<file path="config.mk">
export PLATFORM = sky130hd
export DESIGN_NAME = tracker_frame_tx_flat
export DESIGN_NICKNAME = d
export VERILOG_FILES = /design/src/rtl/tracker_frame_tx_pkg.sv /design/src/rtl/tracker_frame_tx_if.sv /design/src/rtl/frame_fifo.sv /design/src/rtl/tracker_frame_tx.sv /design/src/flat_wrapper.sv
export SDC_FILE = /design/constraint.sdc
export NUM_CORES = 1
export LEC_CHECK = 0
export CORE_MARGIN = 1.5
export CORE_UTILIZATION = 56
export CTS_CLUSTER_SIZE = 24
export DETAILED_ROUTE_END_ITERATION = 7
export GPL_ROUTABILITY_DRIVEN = 1
export PLACE_DENSITY_LB_ADDON = 0.1
export SLEW_MARGIN = 30
export SYNTH_ARGS = -nofsm -noshare
export SYNTH_HDL_FRONTEND = slang
export SYNTH_SLANG_ARGS = --single-unit
</file>
<file path="constraint.sdc">
create_clock -name clk -period 18.58 [get_ports clk]
set_input_delay 3.716 -clock clk [delete_from_list [all_inputs] [get_ports clk]]
set_output_delay 3.716 -clock clk [all_outputs]
set_load 0.1 [all_outputs]
</file>
<file path="src/rtl/tracker_frame_tx_pkg.sv">
// Shared definitions for tracker-side serial framing blocks.
// Provides the default sync byte, frame geometry, FSM state encoding and a
// helper that maps (sync, word, byte index) to the byte on the wire.
package tracker_frame_tx_pkg;

    localparam logic [7:0]  SYNC_DEFAULT = 8'hA5;
    localparam int unsigned FRAME_LEN    = 6;
    localparam int unsigned WORD_W       = 32;
    localparam int unsigned IDX_W        = 3;

    typedef enum logic [2:0] {
        StIdle,
        StLoad,
        StSend,
        StWaitAck,
        StWaitDone
    } state_e;

    // Frame layout: sync, four data bytes MSB first, XOR checksum of the data bytes.
    function automatic logic [7:0] frame_byte(input logic [7:0]        sync,
                                              input logic [WORD_W-1:0] word,
                                              input logic [IDX_W-1:0]  idx);
        logic [7:0] b;
        case (idx)
            3'd0:    b = sync;
            3'd1:    b = word[31:24];
            3'd2:    b = word[23:16];
            3'd3:    b = word[15:8];
            3'd4:    b = word[7:0];
            3'd5:    b = word[31:24] ^ word[23:16] ^ word[15:8] ^ word[7:0];
            default: b = 8'h00;
        endcase
        return b;
    endfunction

endpackage

</file>
<file path="src/rtl/tracker_frame_tx_if.sv">
// Handshake bundle between the frame transmitter and its environment.
//   in_valid/in_data/in_ready : measurement word input, accepted on valid & ready
//   tx_start/tx_data          : one-cycle byte request to the UART emitter
//   uart_ready                : emitter idle (1) / busy (0)
//   busy/overflow             : status (frame in progress / sticky drop flag)
// slave = transmitter side, master = producer + emitter side.
interface tracker_frame_tx_if;
    import tracker_frame_tx_pkg::*;

    logic              in_valid;
    logic [WORD_W-1:0] in_data;
    logic              in_ready;
    logic              tx_start;
    logic [7:0]        tx_data;
    logic              uart_ready;
    logic              busy;
    logic              overflow;

    modport slave (
        input  in_valid, in_data, uart_ready,
        output in_ready, tx_start, tx_data, busy, overflow
    );

    modport master (
        output in_valid, in_data, uart_ready,
        input  in_ready, tx_start, tx_data, busy, overflow
    );

endinterface

</file>
<file path="src/rtl/frame_fifo.sv">
// Word FIFO for the frame transmitter.
//   clk, rst        : clock, asynchronous active-high reset
//   push_i, wdata_i : write request and data (ignored while full)
//   pop_i, rdata_o  : read request and head word (rdata_o valid while !empty_o)
//   full_o, empty_o : occupancy flags, derived from registered pointers only
// Pointers carry one extra bit so full and empty are distinguishable.
module frame_fifo #(
    parameter int unsigned DEPTH = 4,
    parameter int unsigned WIDTH = 32
) (
    input  logic             clk,
    input  logic             rst,
    input  logic             push_i,
    input  logic             pop_i,
    input  logic [WIDTH-1:0] wdata_i,
    output logic [WIDTH-1:0] rdata_o,
    output logic             full_o,
    output logic             empty_o
);

    localparam int unsigned AW    = $clog2(DEPTH);
    localparam int unsigned PTR_W = AW + 1;

    logic [PTR_W-1:0] wr_ptr_q, rd_ptr_q;
    logic [WIDTH-1:0] mem_q [DEPTH];

    assign empty_o = (wr_ptr_q == rd_ptr_q);
    assign full_o  = (wr_ptr_q[AW] != rd_ptr_q[AW]) && (wr_ptr_q[AW-1:0] == rd_ptr_q[AW-1:0]);
    assign rdata_o = mem_q[rd_ptr_q[AW-1:0]];

    always_ff @(posedge clk or posedge rst) begin
        if (rst) begin
            wr_ptr_q <= '0;
            rd_ptr_q <= '0;
            mem_q    <= '{default: '0};
        end else begin
            // Full is judged on registered state: a same-cycle pop does not make room.
            if (push_i && !full_o) begin
                mem_q[wr_ptr_q[AW-1:0]] <= wdata_i;
                wr_ptr_q                <= wr_ptr_q + PTR_W'(1);
            end
            if (pop_i && !empty_o) begin
                rd_ptr_q <= rd_ptr_q + PTR_W'(1);
            end
        end
    end

endmodule

</file>
<file path="src/rtl/tracker_frame_tx.sv">
// Tracker frame transmitter: buffers 32-bit measurement words and sends each
// as a 6-byte frame (sync, 4 data bytes MSB first, XOR checksum) to a UART
// emitter, one byte per tx_start pulse with a ready/busy handshake.
//   clk, rst : clock, asynchronous active-high reset
//   bus      : tracker_frame_tx_if.slave (word input, byte output, status)
// Parameters: DEPTH words buffered (power of 2, 2..16), SYNC frame sync byte.
module tracker_frame_tx
    import tracker_frame_tx_pkg::*;
#(
    parameter int unsigned DEPTH = 4,
    parameter logic [7:0]  SYNC  = SYNC_DEFAULT
) (
    input logic               clk,
    input logic               rst,
    tracker_frame_tx_if.slave bus
);

    logic              fifo_push, fifo_pop, fifo_full, fifo_empty;
    logic [WORD_W-1:0] fifo_rdata;

    state_e            state_q;
    logic [WORD_W-1:0] frame_q;
    logic [IDX_W-1:0]  idx_q;
    logic              tx_start_q;
    logic [7:0]        tx_data_q;
    logic              overflow_q;

    assign fifo_push = bus.in_valid & ~fifo_full;
    assign fifo_pop  = (state_q == StLoad) & ~fifo_empty;

    frame_fifo #(
        .DEPTH (DEPTH),
        .WIDTH (WORD_W)
    ) u_fifo (
        .clk     (clk),
        .rst     (rst),
        .push_i  (fifo_push),
        .pop_i   (fifo_pop),
        .wdata_i (bus.in_data),
        .rdata_o (fifo_rdata),
        .full_o  (fifo_full),
        .empty_o (fifo_empty)
    );

    always_ff @(posedge clk or posedge rst) begin
        if (rst) begin
            overflow_q <= 1'b0;
        end else if (bus.in_valid && fifo_full) begin
            overflow_q <= 1'b1;
        end
    end

    // The frame register is written only in StLoad, so pushes during a frame
    // never disturb the bytes being sent. tx_data is written only when a byte
    // is started, so it stays put through the emitter handshake.
    always_ff @(posedge clk or posedge rst) begin
        if (rst) begin
            state_q    <= StIdle;
            frame_q    <= '0;
            idx_q      <= '0;
            tx_start_q <= 1'b0;
            tx_data_q  <= 8'h00;
        end else begin
            tx_start_q <= 1'b0;
            unique case (state_q)
                StIdle: begin
                    if (!fifo_empty) begin
                        state_q <= StLoad;
                    end
                end
                StLoad: begin
                    frame_q <= fifo_rdata;
                    idx_q   <= '0;
                    state_q <= StSend;
                end
                StSend: begin
                    if (bus.uart_ready) begin
                        tx_start_q <= 1'b1;
                        tx_data_q  <= frame_byte(SYNC, frame_q, idx_q);
                        state_q    <= StWaitAck;
                    end
                end
                StWaitAck: begin
                    if (!bus.uart_ready) begin
                        state_q <= StWaitDone;
                    end
                end
                StWaitDone: begin
                    if (bus.uart_ready) begin
                        if (idx_q == IDX_W'(FRAME_LEN - 1)) begin
                            state_q <= StIdle;
                        end else begin
                            idx_q   <= idx_q + IDX_W'(1);
                            state_q <= StSend;
                        end
                    end
                end
                default: state_q <= StIdle;
            endcase
        end
    end

    assign bus.in_ready = ~fifo_full;
    assign bus.tx_start = tx_start_q;
    assign bus.tx_data  = tx_data_q;
    assign bus.busy     = (state_q != StIdle) | ~fifo_empty;
    assign bus.overflow = overflow_q;

endmodule

</file>
<file path="src/flat_wrapper.sv">
// flat-port wrapper written by rule: the top's interface ports become plain ports
module tracker_frame_tx_flat import tracker_frame_tx_pkg::*;
#(
    parameter int unsigned DEPTH = 4,
    parameter logic [7:0]  SYNC  = SYNC_DEFAULT
)
  (clk, rst, bus_in_valid, bus_in_data, bus_uart_ready, bus_in_ready, bus_tx_start, bus_tx_data, bus_busy, bus_overflow);
  tracker_frame_tx_if bus_i ();
  input logic clk;
  input logic rst;
  input wire logic [$bits(bus_i.in_valid)-1:0] bus_in_valid;
  input wire logic [$bits(bus_i.in_data)-1:0] bus_in_data;
  input wire logic [$bits(bus_i.uart_ready)-1:0] bus_uart_ready;
  output wire logic [$bits(bus_i.in_ready)-1:0] bus_in_ready;
  output wire logic [$bits(bus_i.tx_start)-1:0] bus_tx_start;
  output wire logic [$bits(bus_i.tx_data)-1:0] bus_tx_data;
  output wire logic [$bits(bus_i.busy)-1:0] bus_busy;
  output wire logic [$bits(bus_i.overflow)-1:0] bus_overflow;
  assign bus_i.in_valid = bus_in_valid;
  assign bus_i.in_data = bus_in_data;
  assign bus_i.uart_ready = bus_uart_ready;
  assign bus_in_ready = bus_i.in_ready;
  assign bus_tx_start = bus_i.tx_start;
  assign bus_tx_data = bus_i.tx_data;
  assign bus_busy = bus_i.busy;
  assign bus_overflow = bus_i.overflow;
  tracker_frame_tx #(.DEPTH(DEPTH), .SYNC(SYNC)) u_core (.clk(clk), .rst(rst), .bus(bus_i));
endmodule
</file>
# Word level (Yosys, flattened, before mapping)
# Index checks and enable logic that the tools add are counted.
dict set report op_classes {
  n_addsub 3
  magnitude_cmp 3
  n_eq_ne 17
  n_mux 18
  n_bitwise 10
  n_reduce_logical 14
}
# op count
set ops {}
lappend ops {{$bwmux W128} 1}
lappend ops {{$mux W32} 3}
lappend ops {{$bmux W32 S2} 1}
lappend ops {{$demux W32 S2} 1}
lappend ops {{$pmux W8 S6} 1}
lappend ops {{$xor A8 B8 Y8} 3}
lappend ops {{$mux W3} 6}
lappend ops {{$pmux W3 S5} 1}
lappend ops {{$eq A3 B2 Y1 const B} 4}
lappend ops {{$ne A2 B2 Y1 const B} 5}
lappend ops {{$add A3 B1 Y3 const B} 3}
lappend ops {{$eq A3 B3 Y1 const B} 3}
lappend ops {{$eq A3 B1 Y1 const B} 2}
lappend ops {{$ge A3 B3 Y1 const B} 2}
lappend ops {{$logic_not A3 Y1} 2}
lappend ops {{$not A2 Y3} 2}
lappend ops {{$pmux W3 S2} 1}
lappend ops {{$logic_and A1 B1 Y1} 5}
lappend ops {{$reduce_and A4 Y1} 1}
lappend ops {{$eq A3 B3 Y1} 1}
lappend ops {{$lt A3 B1 Y1 const B} 1}
lappend ops {{$reduce_and A3 Y1} 1}
lappend ops {{$reduce_bool A3 Y1} 1}
lappend ops {{$and A1 B1 Y1} 2}
lappend ops {{other kinds (9)} 12}
dict set report totals {
  register_bits 182
  input_bits 36
  out_inout_bits 12
  word_cells 77
}

# Logic depth before layout (Yosys ltp)
dict set report depth {
  depth_word 6
  ltp_mapped 8
  ltp_nobuf 6
}

# Hierarchy
# Synthesis repeated with hierarchy kept, for this count alone.
dict set report unflattened {
  cells_unflattened 562
  hier_area_um2 8957.3
}
# module instances cells_per_inst area_each_um2 seq_area_each_um2
set by_module_without_submodules {}
lappend by_module_without_submodules {frame_fifo 1 356 6532.5 3353.2}
lappend by_module_without_submodules {tracker_frame_tx 1 206 2424.8 1201.2}

# Least setup slack after synthesis
# OpenSTA, ideal clock, no wires.
dict set report synth_path {
  path_kind {register to output}
  startpoint {register u_core.u_fifo.rd_ptr_q[1]}
  endpoint {output port bus_busy}
  arrival_ns 1.738
  t_required_ns 14.864
  setup_slack_ns 13.126
  path_stages_with_launch 5
  n_path_buf 1
  path_cell_list {dfrtp_1 > buf_2 > xnor2_2 > nand3b_1 > or4_1}
}
dict set report synth_via {
  elab_chain_cells 3
}
# item line
set synth_rtl {}
lappend synth_rtl {{from (decl)} frame_fifo.sv:24} ;# logic [PTR_W-1:0] wr_ptr_q, rd_ptr_q;
lappend synth_rtl {{from (signal assigned)} frame_fifo.sv:43} ;# rd_ptr_q <= rd_ptr_q + PTR_W'(1);
lappend synth_rtl {{$eq A3 B3 Y1} frame_fifo.sv:27} ;# assign empty_o = (wr_ptr_q == rd_ptr_q);
lappend synth_rtl {{$not A1 Y1} tracker_frame_tx.sv:106} ;# assign bus.busy = (state_q != StIdle) | ~fifo_empty;
lappend synth_rtl {{$or A1 B1 Y1} tracker_frame_tx.sv:106}
lappend synth_rtl {{to (decl)} flat_wrapper.sv:17} ;# output wire logic [$bits(bus_i.busy)-1:0] bus_busy;
# No other way between the ends.

# Worst setup path in the final report
dict set report layout_path {
  startpoint {register u_core.u_fifo.wr_ptr_q[1]}
  endpoint {output port bus_busy}
}
dict set report layout_via {
  elab_chain_cells 3
}
# item line
set layout_rtl {}
lappend layout_rtl {{from (decl)} frame_fifo.sv:24}
lappend layout_rtl {{from (signal assigned)} frame_fifo.sv:40} ;# wr_ptr_q <= wr_ptr_q + PTR_W'(1);
lappend layout_rtl {{$eq A3 B3 Y1} frame_fifo.sv:27}
lappend layout_rtl {{$not A1 Y1} tracker_frame_tx.sv:106}
lappend layout_rtl {{$or A1 B1 Y1} tracker_frame_tx.sv:106}
# No other way between the ends.

==> results.yml <==
grt:
  antenna_found_initial: 0
  via_count_of_the_first_global_routing_pass: 5031
  global_route.usage.total: 0.233
  first_pass_grt_wire_length_mm: 29.1
  grt_start_max_net_pins: 55
  global_route.overflow_total: 0
placed_design:
  port_buffers: 47
  post-place-ws_ns: 12.46
  gp_congestion: 0.849
  hpwlAfterDp_mm: 11.6
critical_path:
  critical_path_buffers_and_inverters: 1
  worst_path_max_delay_cell: "sky130_fd_sc_hd__clkdlybuf4s50_1"
  timing.critical_path.max_delay_family: "buffers and inverters"
  crit_fanout: 4
  critPathArrivalTime_ns: 2.85
  crit_chain: "xnor2_2, nand3b_1, or4_1, clkdlybuf4s50_1"
  cp_class: "reg -> out"
  critical_path.endpoint_type: "primary output"
  critPathRequiredTime_ns: 14.86
  timing.critical_path.from_type: "flip-flop"
  slowest_cell_delay_on_critical_path_ns: 0.99
power_and_ir_drop:
  worst_ir_drop_vdd_v: 0.000102
  cellPowerDensity_mw_per_mm2: 208
  power.static_leakage_nw: 4.34
die:
  fp.coreArea_mm2: 0.0158
  num_io_pins: 48
  floorplan.rows: 46
  floorplan.initialDensity: 0.569
  die_width_um: 130
  floorplan.die_area_mm2: 0.0168
  die_outline_height_um: 130
clock_tree:
  ctsHtreeMaxLevel: 4
  cts_root_buf: "sky130_fd_sc_hd__clkbuf_16"
  clock_tree.buffer_depth: 2
  tritoncts_num_sinks: 182
  cts.repair_timing.setup_buffer_count: 0
  postCtsHoldBufs: 0
  worst_skew_pair_later_pin_latency_ns: 0.43
  count_of_instances_resized_after_the_clock_tree_is_built: 0
  cts_tree: "built"
  clkSlewWorstSetupHoldPaths_ns: 0.06
  cts-buffers-inserted: 17
sta:
  timing_worst_slew_pin_value_ns: 0.980
  max-slew-margin-rel: 0.344
  maxClockFrequency_mhz: 152
  final_critical_path_setup_slack_ns: 12.01
  setup_viol: 0
  layout_worst_path_cycle_share: 0.354
  maxSlewViolCount: 0
  fin_worst_hold_slack_ns: 0.504
  hold_viol_final: 0
  timing.clock.skew_ns: 0.00948
  layout_min_cycle_time_ns: 6.57
  setup_tns_ns: 0
  rsz0062_at_grt: "false"
routing:
  via_count: 4637
  firstDrtPassIters: 5
  drt-wirelength-per-cell_um: 21.5
  iter_0_drt_violations: 297
  post_route_drc_violation_count: 0
  drt.antenna.violating_nets: 0
  routed_wirelength_mm: 17.7
  viasPerCell: 5.63
synthesis:
  yosysTopAreaCell: "sky130_fd_sc_hd__dfrtp_1"
  synth_top_cell_area_share: 0.508
  synth_commonest_cells: "sky130_fd_sc_hd__dfrtp_1, sky130_fd_sc_hd__mux2_4, sky130_fd_sc_hd__mux2_2"
  synth-warning-count: 0
  cell_area_after_synthesis_mm2: 0.00897
  asyncSetResetFlopFracSynth: 1.00
  synth_seq_area_share: 0.508
  yosysUniqueCellTypes: 44
  synth.ff_latch_count: 182
  synth_top_flop_cell: "sky130_fd_sc_hd__dfrtp_1"
  synth_area_leaders: "sky130_fd_sc_hd__dfrtp_1, sky130_fd_sc_hd__mux2_4, sky130_fd_sc_hd__mux4_2"
  yosysMostFrequentCell: "sky130_fd_sc_hd__dfrtp_1"
  synth_area_per_cell_um2: 16.1
  synth_fp_nets: 604
  post_synth_inst_count: 558
  number_of_synthesized_flops_with_an_enable_pin: 0
finish:
  drive_above_1_share: 0.398
  antenna-diode-count: 0
  area_added_between_synthesis_and_finish_pct: 12.1
  design.final.nets: 643
status:
  outcome: "completed"
run:
  max-cap-violations: 0
hold_path:
  min_path_type: "reg -> reg"
==> cell families after synthesis <==
kind of cell	after synthesis	share of synthesized area
compound gates	41	0.0338
xor+xnor	31	0.0340
fa+ha+maj	10	0.0139
buf+inv	45	0.0463
flops	182	0.508
mux	194	0.333
simple gates	55	0.0308
==> layout make-up <==
cell class                      instances  area (um2)
Clock buffer                           22         474
Multi-Input combinational cell        331        4010
Tap cell                              216         270
Fill cell                            1179        5720
Timing Repair Buffer                   56         558
Inverter                                9        38.8
Clock inverter                          8         148
Sequential cell                       182        4560
==> state kept, by name, indices dropped and copies added (netlist names) <==
signal and count:
u_core.bus.overflow 1, u_core.bus.tx_data 8, u_core.bus.tx_start 1, u_core.frame_q 32, u_core.idx_q 3, u_core.state_q 3
u_core.u_fifo.mem_q 128, u_core.u_fifo.rd_ptr_q 3, u_core.u_fifo.wr_ptr_q 3
==> layer usage <==
metal / GRT usage / up-vias / part of all wire
li1: - / 2097 / -
met3: 0.0520 / 18 / 0.041
met5: 0 / - / 0
met2: 0.347 / 99 / 0.47
met4: 0.0712 / 0 / 0.019
met1: 0.345 / 2423 / 0.47
==> power by group <==
| group | leakage [nW] | switching [W] | internal, W |
|---|---|---|---|
| Combinational | 1.87 | 0.000416 | 0.000533 |
| Sequential | 2.17 | 0.000154 | 0.000604 |
| Clock | 0.306 | 0.000147 | 0.000234 |
| Total | 4.34 | 0.000716 | 0.00137 |
==> stage by stage <==
step | instance area, um2 | power (W) | utilization | instances
2_1_floorplan | 8970 | 0.00154 | - | 558
3_3_place_gp | 9410 | 0.00168 | 0.596 | 793
3_5_place_dp | 9430 | 0.00171 | 0.598 | 794
4_1_cts | 10100 | 0.00210 | 0.638 | 824
5_1_grt | 10100 | 0.00221 | 0.638 | 824
6_report | 10100 | 0.00209 | 0.638 | 824
==> worst register-to-register path: stages, from the launching register on <==
cell                      delay (ns)
sky130_fd_sc_hd__dfrtp_1        0.47
sky130_fd_sc_hd__xnor2_4        0.19
sky130_fd_sc_hd__a31oi_4        0.26
sky130_fd_sc_hd__and2_2         0.58
sky130_fd_sc_hd__buf_4          0.50
sky130_fd_sc_hd__mux2_2         0.40
==> worst paths after layout <==
kind                                                        from                               endpoint  slack (ns)  cells after the start
max in group asynchronous                                    rst  u_core.u_fifo.rd_ptr_q[0]$_DFFE_PP0P_       13.09                      5
min in group asynchronous                                    rst    u_core.u_fifo.mem_q[90]$_DFFE_PP0P_        3.68                      2
max reg2reg                u_core.u_fifo.wr_ptr_q[0]$_DFFE_PP0P_   u_core.u_fifo.mem_q[126]$_DFFE_PP0P_       16.06                      5
min reg2reg                  u_core.u_fifo.mem_q[94]$_DFFE_PP0P_    u_core.u_fifo.mem_q[94]$_DFFE_PP0P_        0.50                      1
max                        u_core.u_fifo.wr_ptr_q[1]$_DFFE_PP0P_                               bus_busy       12.01                      4
min                          u_core.u_fifo.mem_q[94]$_DFFE_PP0P_    u_core.u_fifo.mem_q[94]$_DFFE_PP0P_        0.50                      1
==> cell usage in the layout (no fill, tap or decap), drive strengths merged, types with 8 or more instances in the layout <==
cell and count:
buf 9, mux2 161, mux4 32, ha 10
clkdlybuf4s50 47, dfrtp 182, nand2 16, a21oi 8
xor2 9, inv 9, xnor2 22, clkbuf 22
nor2 17
Note: power is estimated with default switching activity, not from simulation.
